`src/rtl/simple_dual_port_ram_fifo_controller_if.sv`:
```
// Signal bundle between the FIFO controller, its user and the attached
// simple dual-port RAM. The controller takes the slave view.
interface simple_dual_port_ram_fifo_controller_if #(
  parameter int WIDTH         = 8,
  parameter int ADDRESS_WIDTH = 4
);
  logic                     write_enable;
  logic [WIDTH-1:0]         write_data;
  logic                     full;
  logic                     read_enable;
  logic [WIDTH-1:0]         read_data;
  logic                     empty;
  logic [ADDRESS_WIDTH:0]   level;
  logic                     memory_write_enable;
  logic [ADDRESS_WIDTH-1:0] memory_write_address;
  logic [WIDTH-1:0]         memory_write_data;
  logic                     memory_read_enable;
  logic [ADDRESS_WIDTH-1:0] memory_read_address;
  logic [WIDTH-1:0]         memory_read_data;

  modport slave (
    input  write_enable, write_data, read_enable, memory_read_data,
    output full, read_data, empty, level,
           memory_write_enable, memory_write_address, memory_write_data,
           memory_read_enable, memory_read_address
  );

  modport master (
    output write_enable, write_data, read_enable, memory_read_data,
    input  full, read_data, empty, level,
           memory_write_enable, memory_write_address, memory_write_data,
           memory_read_enable, memory_read_address
  );
endinterface

```
`src/rtl/simple_dual_port_ram_fifo_controller.sv`:
```
// Show-ahead FIFO controller for an external registered-read dual-port RAM;
// a prefetch slot plus one holding register hide the RAM read latency.
//
// state        | meaning
// SLOT_EMPTY   | nothing presented at read_data
// SLOT_PENDING | RAM read issued last cycle, read_data taken from RAM
// SLOT_HOLDING | word parked in the output register
module simple_dual_port_ram_fifo_controller #(
  parameter int WIDTH = 8,
  parameter int DEPTH = 16
) (
  input logic clock,
  input logic reset,
  simple_dual_port_ram_fifo_controller_if.slave bus
);
  localparam int AW = $clog2(DEPTH);
  localparam logic [AW:0] DEPTH_CNT = (AW+1)'(DEPTH);

  typedef enum logic [1:0] {SLOT_EMPTY, SLOT_PENDING, SLOT_HOLDING} slot_e;

  slot_e            slot_q, slot_d;
  logic [AW:0]      wr_ptr_q, wr_ptr_d, rd_ptr_q, rd_ptr_d;
  logic [WIDTH-1:0] hold_q, hold_d;
  logic [AW:0]      ram_count;
  logic             pending, holding, occupied, full, push, pop, issue;

  always_comb begin
    pending   = (slot_q == SLOT_PENDING);
    holding   = (slot_q == SLOT_HOLDING);
    occupied  = pending | holding;
    ram_count = wr_ptr_q - rd_ptr_q;
    full      = (ram_count == DEPTH_CNT);
    push      = bus.write_enable & ~full & ~reset;
    pop       = bus.read_enable & occupied & ~reset;
    // Read only from registered count so a same-cycle write is never read back
    issue     = (ram_count != '0) & (occupied == pop) & ~reset;

    wr_ptr_d = wr_ptr_q;
    rd_ptr_d = rd_ptr_q;
    hold_d   = hold_q;
    slot_d   = SLOT_EMPTY;
    if (push)  wr_ptr_d = wr_ptr_q + 1'b1;
    if (issue) rd_ptr_d = rd_ptr_q + 1'b1;
    if (pending & ~pop) hold_d = bus.memory_read_data;
    if (issue)
      slot_d = SLOT_PENDING;
    else if (occupied & ~pop)
      slot_d = SLOT_HOLDING;
  end

  always_ff @(posedge clock) begin
    if (reset) begin
      slot_q   <= SLOT_EMPTY;
      wr_ptr_q <= '0;
      rd_ptr_q <= '0;
      hold_q   <= '0;
    end else begin
      slot_q   <= slot_d;
      wr_ptr_q <= wr_ptr_d;
      rd_ptr_q <= rd_ptr_d;
      hold_q   <= hold_d;
    end
  end

  assign bus.full                 = full;
  assign bus.empty                = ~occupied;
  assign bus.read_data            = pending ? bus.memory_read_data : hold_q;
  assign bus.level                = ram_count + (AW+1)'(pending) + (AW+1)'(holding);
  assign bus.memory_write_enable  = push;
  assign bus.memory_write_address = wr_ptr_q[AW-1:0];
  assign bus.memory_write_data    = bus.write_data;
  assign bus.memory_read_enable   = issue;
  assign bus.memory_read_address  = rd_ptr_q[AW-1:0];
endmodule
```
`src/flat_wrapper.sv`:
```
// flat-port wrapper written by rule: the top's interface ports become plain ports
module simple_dual_port_ram_fifo_controller_flat 
#(
  parameter int WIDTH = 8,
  parameter int DEPTH = 16
)
  (clock, reset, bus_write_enable, bus_write_data, bus_read_enable, bus_memory_read_data, bus_full, bus_read_data, bus_empty, bus_level, bus_memory_write_enable, bus_memory_write_address, bus_memory_write_data, bus_memory_read_enable, bus_memory_read_address);
  simple_dual_port_ram_fifo_controller_if #(.WIDTH(WIDTH)) bus_i ();
  input logic clock;
  input logic reset;
  input wire logic [$bits(bus_i.write_enable)-1:0] bus_write_enable;
  input wire logic [$bits(bus_i.write_data)-1:0] bus_write_data;
  input wire logic [$bits(bus_i.read_enable)-1:0] bus_read_enable;
  input wire logic [$bits(bus_i.memory_read_data)-1:0] bus_memory_read_data;
  output wire logic [$bits(bus_i.full)-1:0] bus_full;
  output wire logic [$bits(bus_i.read_data)-1:0] bus_read_data;
  output wire logic [$bits(bus_i.empty)-1:0] bus_empty;
  output wire logic [$bits(bus_i.level)-1:0] bus_level;
  output wire logic [$bits(bus_i.memory_write_enable)-1:0] bus_memory_write_enable;
  output wire logic [$bits(bus_i.memory_write_address)-1:0] bus_memory_write_address;
  output wire logic [$bits(bus_i.memory_write_data)-1:0] bus_memory_write_data;
  output wire logic [$bits(bus_i.memory_read_enable)-1:0] bus_memory_read_enable;
  output wire logic [$bits(bus_i.memory_read_address)-1:0] bus_memory_read_address;
  assign bus_i.write_enable = bus_write_enable;
  assign bus_i.write_data = bus_write_data;
  assign bus_i.read_enable = bus_read_enable;
  assign bus_i.memory_read_data = bus_memory_read_data;
  assign bus_full = bus_i.full;
  assign bus_read_data = bus_i.read_data;
  assign bus_empty = bus_i.empty;
  assign bus_level = bus_i.level;
  assign bus_memory_write_enable = bus_i.memory_write_enable;
  assign bus_memory_write_address = bus_i.memory_write_address;
  assign bus_memory_write_data = bus_i.memory_write_data;
  assign bus_memory_read_enable = bus_i.memory_read_enable;
  assign bus_memory_read_address = bus_i.memory_read_address;
  simple_dual_port_ram_fifo_controller #(.WIDTH(WIDTH), .DEPTH(DEPTH)) u_core (.clock(clock), .reset(reset), .bus(bus_i));
endmodule
```
`config.mk`:
```
export PLATFORM = sky130hd
export DESIGN_NAME = simple_dual_port_ram_fifo_controller_flat
export DESIGN_NICKNAME = d
export VERILOG_FILES = /design/src/rtl/simple_dual_port_ram_fifo_controller_if.sv /design/src/rtl/simple_dual_port_ram_fifo_controller.sv /design/src/flat_wrapper.sv
export SDC_FILE = /design/constraint.sdc
export NUM_CORES = 1
export LEC_CHECK = 0
export CAP_MARGIN = 20
export CELL_PAD_IN_SITES_DETAIL_PLACEMENT = 1
export CELL_PAD_IN_SITES_GLOBAL_PLACEMENT = 2
export CORE_MARGIN = 3
export CORE_UTILIZATION = 32
export DETAILED_ROUTE_END_ITERATION = 7
export DONT_BUFFER_PORTS = 1
export HOLD_SLACK_MARGIN = 0.06
export PLACE_DENSITY_LB_ADDON = 0.08
export SETUP_SLACK_MARGIN = 0.4
export SYNTH_ARGS = -nofsm -noshare
export SYNTH_HDL_FRONTEND = slang
export SYNTH_SLANG_ARGS = --single-unit
```
`constraint.sdc`:
```
create_clock -name clock -period 2.19 [get_ports clock]
set_input_delay 0.219 -clock clock [delete_from_list [all_inputs] [get_ports clock]]
set_output_delay 0.219 -clock clock [all_outputs]
set_load 0.02 [all_outputs]
```
==> metrics, run 1 <==
Die Area=5443 µm²; Root Driver=clkbuf_8; P per Cell Area=1844 nW/µm²; Yosys cell types=28; Setup Skew=0.005371 ns; Post-synth top cells=20 x dfxtp_1, 16 x buf_4, 15 x a21oi_1, 15 x mux2_2, 14 x nor2_1; register area=402.9 µm²; Clk Latency, worst-skew pair=0.26 ns; starting density of the core=0.3353; critical path class=register to output port; Max clock buf depth=2; share of layout cells above drive strength 1=0.4511; total iterations of the first detailed-routing run=4; largest net degree at the start of global routing=25; GRT overflow=0; Ys Warns=0; EDFF count, synth=0; Core Util, Final=0.4349; top-count cell post-synth=dfxtp_1; Starting DRT DRC Count=25; Pwr Total=3.516 mW; Slew Limit Fails=0; fmax=418.6 MHz; Yosys reg bits=20; Diodes inserted=0; Synth Cell Area=1470 µm²; Worst setup EP type=output port; clock slew at reported path FFs=0.08 ns; design area=1907 µm²; CP arrival=2.17 ns; final worst slack=-0.1988 ns; largest area contributor in the netlist=dfxtp_1; unrepaired setup endpoints after global routing=true; Fill cells=504; pre-CTS WS=-0.09851 ns; final net count=217; max-cap violations=0; WP data required=1.97 ns; gr usage total=0.1439; row count=24; final worst-path cycle share=1.091; ANT nets after route=0; Layout area overhead=29.70%; top-level port count=53; area share of the leading cell type in the synthesized netlist=0.2723; worst hold slack=0.09655 ns; Mapped Nets=201; Syn Inst Count=169; top cells by area, synth=dfxtp_1 27%, mux2_2 11%, ha_1 8.5%, buf_4 8.2%, a21oi_1 5.1%; antenna violations before repair=0; Post-synth ARST share=0; setup slack, reg-to-reg=-0.18 ns; failing checks=negative setup slack; Avg Cell Area, Syn=8.699 µm²; WHS Path Cells=2; DP HPWL=2786 µm; status=finished with violations; Core Box Area=4384 µm²; max_slew headroom=0.6504; Via Count=1183; Max rail drop VDD=0.0005219 V; Primary FF master, synth=dfxtp_1; Die Ht=73.78 µm; vias in the first global route=1183; CTS tree=done; Worst Path Max Fanout=3; Area after DPL=1647 µm²; DR WL/cell=15.75 µm; Num CTS Buffers=3; multi-input logic area=1072 µm²; drt drc=0; DIE WIDTH=73.78 µm; static leakage=0.8199 nW; worst min-delay path category=primary input to register; RePlAce Congestion=0.8637; post-layout min period=2.389 ns; WHS Endpoint=u_core.hold_q[3]; Vias/cell=5.013; H-tree Lvls=1; first-pass GRT wire length=5947 µm; Fin. Hold Viols=0; reg2reg start=u_core.wr_ptr_q[0]; post-synthesis sequential area ratio=0.2723; worst-margin pin slew=0.5227 ns; # setup viols final=12; Hold Path Origin=bus_memory_read_data[3]; clock sinks=20; Reg2Reg Capture Point=u_core.rd_ptr_q[4]; Port Buffers=0; Reg2Reg Depth=9; critical path launch point type=register; routed wire length=3718 µm
==> timing repair <==
item / in CTS / in global routing
hold endpoints to repair: 10 / 0
setup buffers: 9 / 0
pin swaps: 9 / 5
endpoints found under the setup margin: 20 / 20
hold buffers: 1 / 0
gates resized for setup: 19 / 3
==> worst max-delay path by stage <==
stage,end,cells after the start,start,slack [ns]
3_3_place_gp,u_core.rd_ptr_q[4],8,u_core.wr_ptr_q[0],-0.06
6_report,bus_level[4],9,u_core.wr_ptr_q[0],-0.20
4_1_cts,bus_memory_write_enable,8,u_core.wr_ptr_q[0],-0.21
2_1_floorplan,u_core.rd_ptr_q[4],8,u_core.wr_ptr_q[0],-0.07
5_1_grt,bus_level[4],9,u_core.wr_ptr_q[0],-0.31
3_5_place_dp,u_core.rd_ptr_q[4],8,u_core.wr_ptr_q[0],-0.1
==> where the power goes <==
| part | internal [mW] | total, mW | switching, mW | leakage (nW) |
|---|---|---|---|---|
| logic | 1.28 | 2.63 | 1.35 | 0.620 |
| registers | 0.451 | 0.501 | 0.0496 | 0.164 |
| clock network | 0.244 | 0.383 | 0.139 | 0.0357 |
| total | 1.98 | 3.52 | 1.54 | 0.820 |
==> per-layer routing <==
metal / vias to the layer above / track usage / wire length, µm
met3: 10 / 0.04104 / 221
li1: 584 / - / -
met5: - / 0 / 0
met2: 22 / 0.2254 / 1753
met4: 0 / 0.05835 / 43
met1: 567 / 0.1842 / 1699
==> critical path, stage by stage (launching register included) <==
cell	delay [ns]
dfxtp_2	0.34
inv_2	0.05
ha_4	0.15
fa_2	0.37
nand2b_4	0.17
a21oi_4	0.22
xor2_4	0.22
buf_6	0.14
xnor2_2	0.10
buf_4	0.15
==> per-stage QoR <==
step / TNS, ns / cells
finish: -1.304 / 236
global route: -2.862 / 236
CTS: -1.535 / 236
detailed placement: -0.2853 / 222
global placement: -0.08272 / 222
floorplan: -0.09618 / 169
==> cell type report <==
cell class / count / area share
Clock buffer: 3 / 0.02165
Clock inverter: 1 / 0.01575
Inverter: 10 / 0.01969
Multi-Input combinational cell: 118 / 0.5623
Sequential cell: 20 / 0.2113
Tap cell: 52 / 0.03412
Timing Repair Buffer: 32 / 0.1352
==> layout by cell type, fill, tap and decap left out, drive strengths merged, types with 2 or more instances in the layout <==
cell type and n:
buf 31, dfxtp 20, mux2 16, a21oi 16, nor2 14, nand2 14, nand3 10, inv 10
ha 10, nor2b 8, nand2b 5, xnor2 5, nand4 4, xor2 4, clkbuf 3, mux2i 2
fa 2, a21boi 2
==> flip-flops by register name (all words and copies together) (netlist names) <==
name,count
u_core.slot_q,2
u_core.wr_ptr_q,5
u_core.hold_q,8
u_core.rd_ptr_q,5
==> logic make-up (layout without fill, tap and decap cells) <==
family | count (synthesis) | after routing | synth area share
xor gates and xnor gates | 9 | 9 | 0.06383
DFF | 20 | 20 | 0.2723
adders and majority gates | 12 | 12 | 0.1123
muxes | 18 | 18 | 0.1387
AOI/OAI and AO/OA | 20 | 20 | 0.08936
buffers and inverters | 31 | 46 | 0.1200
and+or+nand+nor | 59 | 59 | 0.2034
Power figures use the tool's default switching activity.
==> inputs of run 2 (changes only) <==
- HOLD_SLACK_MARGIN: 0.06 -> unset
==> run 2 against run 1 <==
Effect of this change: the run still ends with negative setup slack left; cell count stayed put; fmax hardly changed; via count is 1.5% higher; combinational power hardly changed; sequential power hardly changed; count of clock-buffer cells in the layout stayed put; non-clock buffer count stayed put; first-iteration DRC count is 16% lower; sequential share of layout area stayed put.
==> metrics, run 2 (same netlist as run 1, synthesis figures left out) <==
Comb power frac=0.749 (about the same); Layout area overhead=29.70% (unchanged); clock slew at reported path FFs=0.08 ns (about the same); routed wire length=3773 µm (was 3718 µm); CTS tree=done (unchanged); final worst-path cycle share=1.092 (was 1.091); CP arrival=2.17 ns (about the same); DIE WIDTH=73.78 µm (unchanged); antenna violations before repair=0 (unchanged); Port Buffers=0 (unchanged); final worst slack=-0.2012 ns (was -0.1988 ns); clock sinks=20 (unchanged); design area=1907 µm² (unchanged); # setup viols final=13 (was 12); row count=24 (unchanged); critical path launch point type=register (unchanged); Core Util, Final=0.4349 (unchanged); Clk Latency, worst-skew pair=0.27 ns (was 0.26 ns); unrepaired setup endpoints after global routing=true (unchanged); Largest register FFs=8 (unchanged); Core Box Area=4384 µm² (unchanged); failing checks=negative setup slack (unchanged); total iterations of the first detailed-routing run=2 (was 4); Max rail drop VDD=0.0005217 V (was 0.0005219 V); DR WL/cell=15.99 µm (was 15.75 µm); Sum Neg Setup Slack=-1.427 ns (was -1.304 ns); clock network fraction of total power=0.109 (about the same); critical path class=register to output port (unchanged); Diodes inserted=0 (unchanged); vias in the first global route=1184 (was 1183); worst-margin pin slew=0.3805 ns (was 0.5227 ns); most common cell after layout, fill and taps aside=buf_4 (unchanged); H-tree Lvls=1 (unchanged); first-pass GRT wire length=5871 µm (was 5947 µm); final net count=217 (unchanged); top-level port count=53 (unchanged); most flop-heavy register=u_core.hold_q (unchanged); Die Ht=73.78 µm (unchanged); Starting DRT DRC Count=21 (was 25); drt drc=0 (unchanged); crit-path cells=inv_2, ha_4, fa_2, nand2b_4, a21oi_4, xor2_4, buf_6, xnor2_2, buf_4 (unchanged); WP data required=1.97 ns (about the same); Via Count=1201 (was 1183); Vias/cell=5.089 (was 5.013); Worst setup EP type=output port (unchanged); Critical Path Max Stage Delay=0.37 ns (about the same); most frequent cells in the layout=27 x buf_4, 18 x dfxtp_1, 14 x nor2_1, 14 x mux2_2, 13 x nand2_1 (unchanged); Fin. Hold Viols=0 (unchanged); Worst Path Max Fanout=3 (unchanged); starting density of the core=0.3353 (unchanged); status=finished with violations (unchanged); Internal=1.980 mW (about the same); Slew Limit Fails=0 (unchanged); largest registers=u_core.hold_q: 8 flops, u_core.rd_ptr_q: 5 flops, u_core.wr_ptr_q: 5 flops (unchanged); multi-input logic area=1072 µm² (unchanged); Num CTS Buffers=3 (unchanged); gr usage total=0.1419 (was 0.1439); static leakage=0.8199 nW (unchanged); post-layout min period=2.391 ns (was 2.389 ns); worst min-delay path category=primary input to register (unchanged); Root Driver=clkbuf_8 (unchanged); max-cap violations=0 (unchanged); slowest stage cell, crit path=fa_2 (unchanged); Sw Ratio=0.4372 (was 0.4369); register area=402.9 µm² (unchanged); P per Cell Area=1845 nW/µm² (was 1844 nW/µm²); fmax=418.2 MHz (was 418.6 MHz); share of layout cells above drive strength 1=0.4511 (unchanged); Die Area=5443 µm² (unchanged); ANT nets after route=0 (unchanged); max_slew headroom=0.7461 (was 0.6504); P_sw=1.538 mW (was 1.536 mW); RePlAce Congestion=0.8637 (unchanged); Pwr Total=3.518 mW (was 3.516 mW); Area after DPL=1647 µm² (unchanged); GRT overflow=0 (unchanged); Setup Skew=0.005273 ns (was 0.005371 ns); Fill cells=503 (was 504); pre-CTS WS=-0.09851 ns (unchanged); DP HPWL=2786 µm (unchanged); Max clock buf depth=2 (unchanged); largest net degree at the start of global routing=34 (was 25); sequential power share=0.142 (about the same)
-- run 2: final cells by class --
class                           instances  share of cell area
Multi-Input combinational cell        118              0.5623
Sequential cell                        20              0.2113
Timing Repair Buffer                   32              0.1352
Tap cell                               52             0.03412
Clock buffer                            3             0.02165
Inverter                               10             0.01969
Clock inverter                          1             0.01575
-- run 2: critical path: cells and delay by family (launching register included) --
kind,cells,cell delay (ns)
xor gates and xnor gates,2,0.32
AOI/OAI and AO/OA,1,0.22
adders and majority gates,2,0.52
and+or+nand+nor,1,0.17
DFF,1,0.34
buffers and inverters,3,0.34
-- run 2: power by group through the flow --
stage          Clock, mW  Combinational [mW]  Sequential, mW
2_1_floorplan          0                1.58           0.520
3_3_place_gp           0                2.06           0.505
3_5_place_dp           0                2.12           0.513
4_1_cts            0.402                2.62           0.504
5_1_grt            0.410                2.85           0.511
6_report           0.384                2.63           0.501
-- run 2: path summary, 6_finish.rpt --
kind	startpoint	endpoint	slack, ns	cells past startpoint
worst min register to register	u_core.hold_q[4]	u_core.hold_q[4]	0.45	2
worst max-delay path	u_core.wr_ptr_q[0]	bus_level[4]	-0.20	9
worst min-delay path	reset	u_core.hold_q[0]	0.02	1
worst max register to register	u_core.wr_ptr_q[0]	u_core.rd_ptr_q[4]	-0.18	9
-- run 2: timing repair --
action	4_1_cts	5_1_grt
setup buffers	9	0
gates cloned	0	0
endpoints found under the setup margin	20	20
resized for setup	19	3
pin swaps	9	5
hold buffers	0	1
endpoints found under the hold margin	0	3
-- run 2: stage by stage --
step	hold slack, ns	cells
2_1_floorplan	0.3665	169
3_3_place_gp	0.2920	222
3_5_place_dp	0.2932	222
4_1_cts	0.0003365	235
5_1_grt	0.001526	236
6_report	0.01577	236
-- run 2: layer usage --
| layer | global-route usage | up-vias | wire, µm |
|---|---|---|---|
| met3 | 0.04241 | 15 | 226 |
| met2 | 0.2224 | 27 | 1764 |
| met1 | 0.1793 | 575 | 1699 |
| met4 | 0.06036 | 0 | 84 |
| li1 | - | 584 | - |
| met5 | 0 | - | 0 |
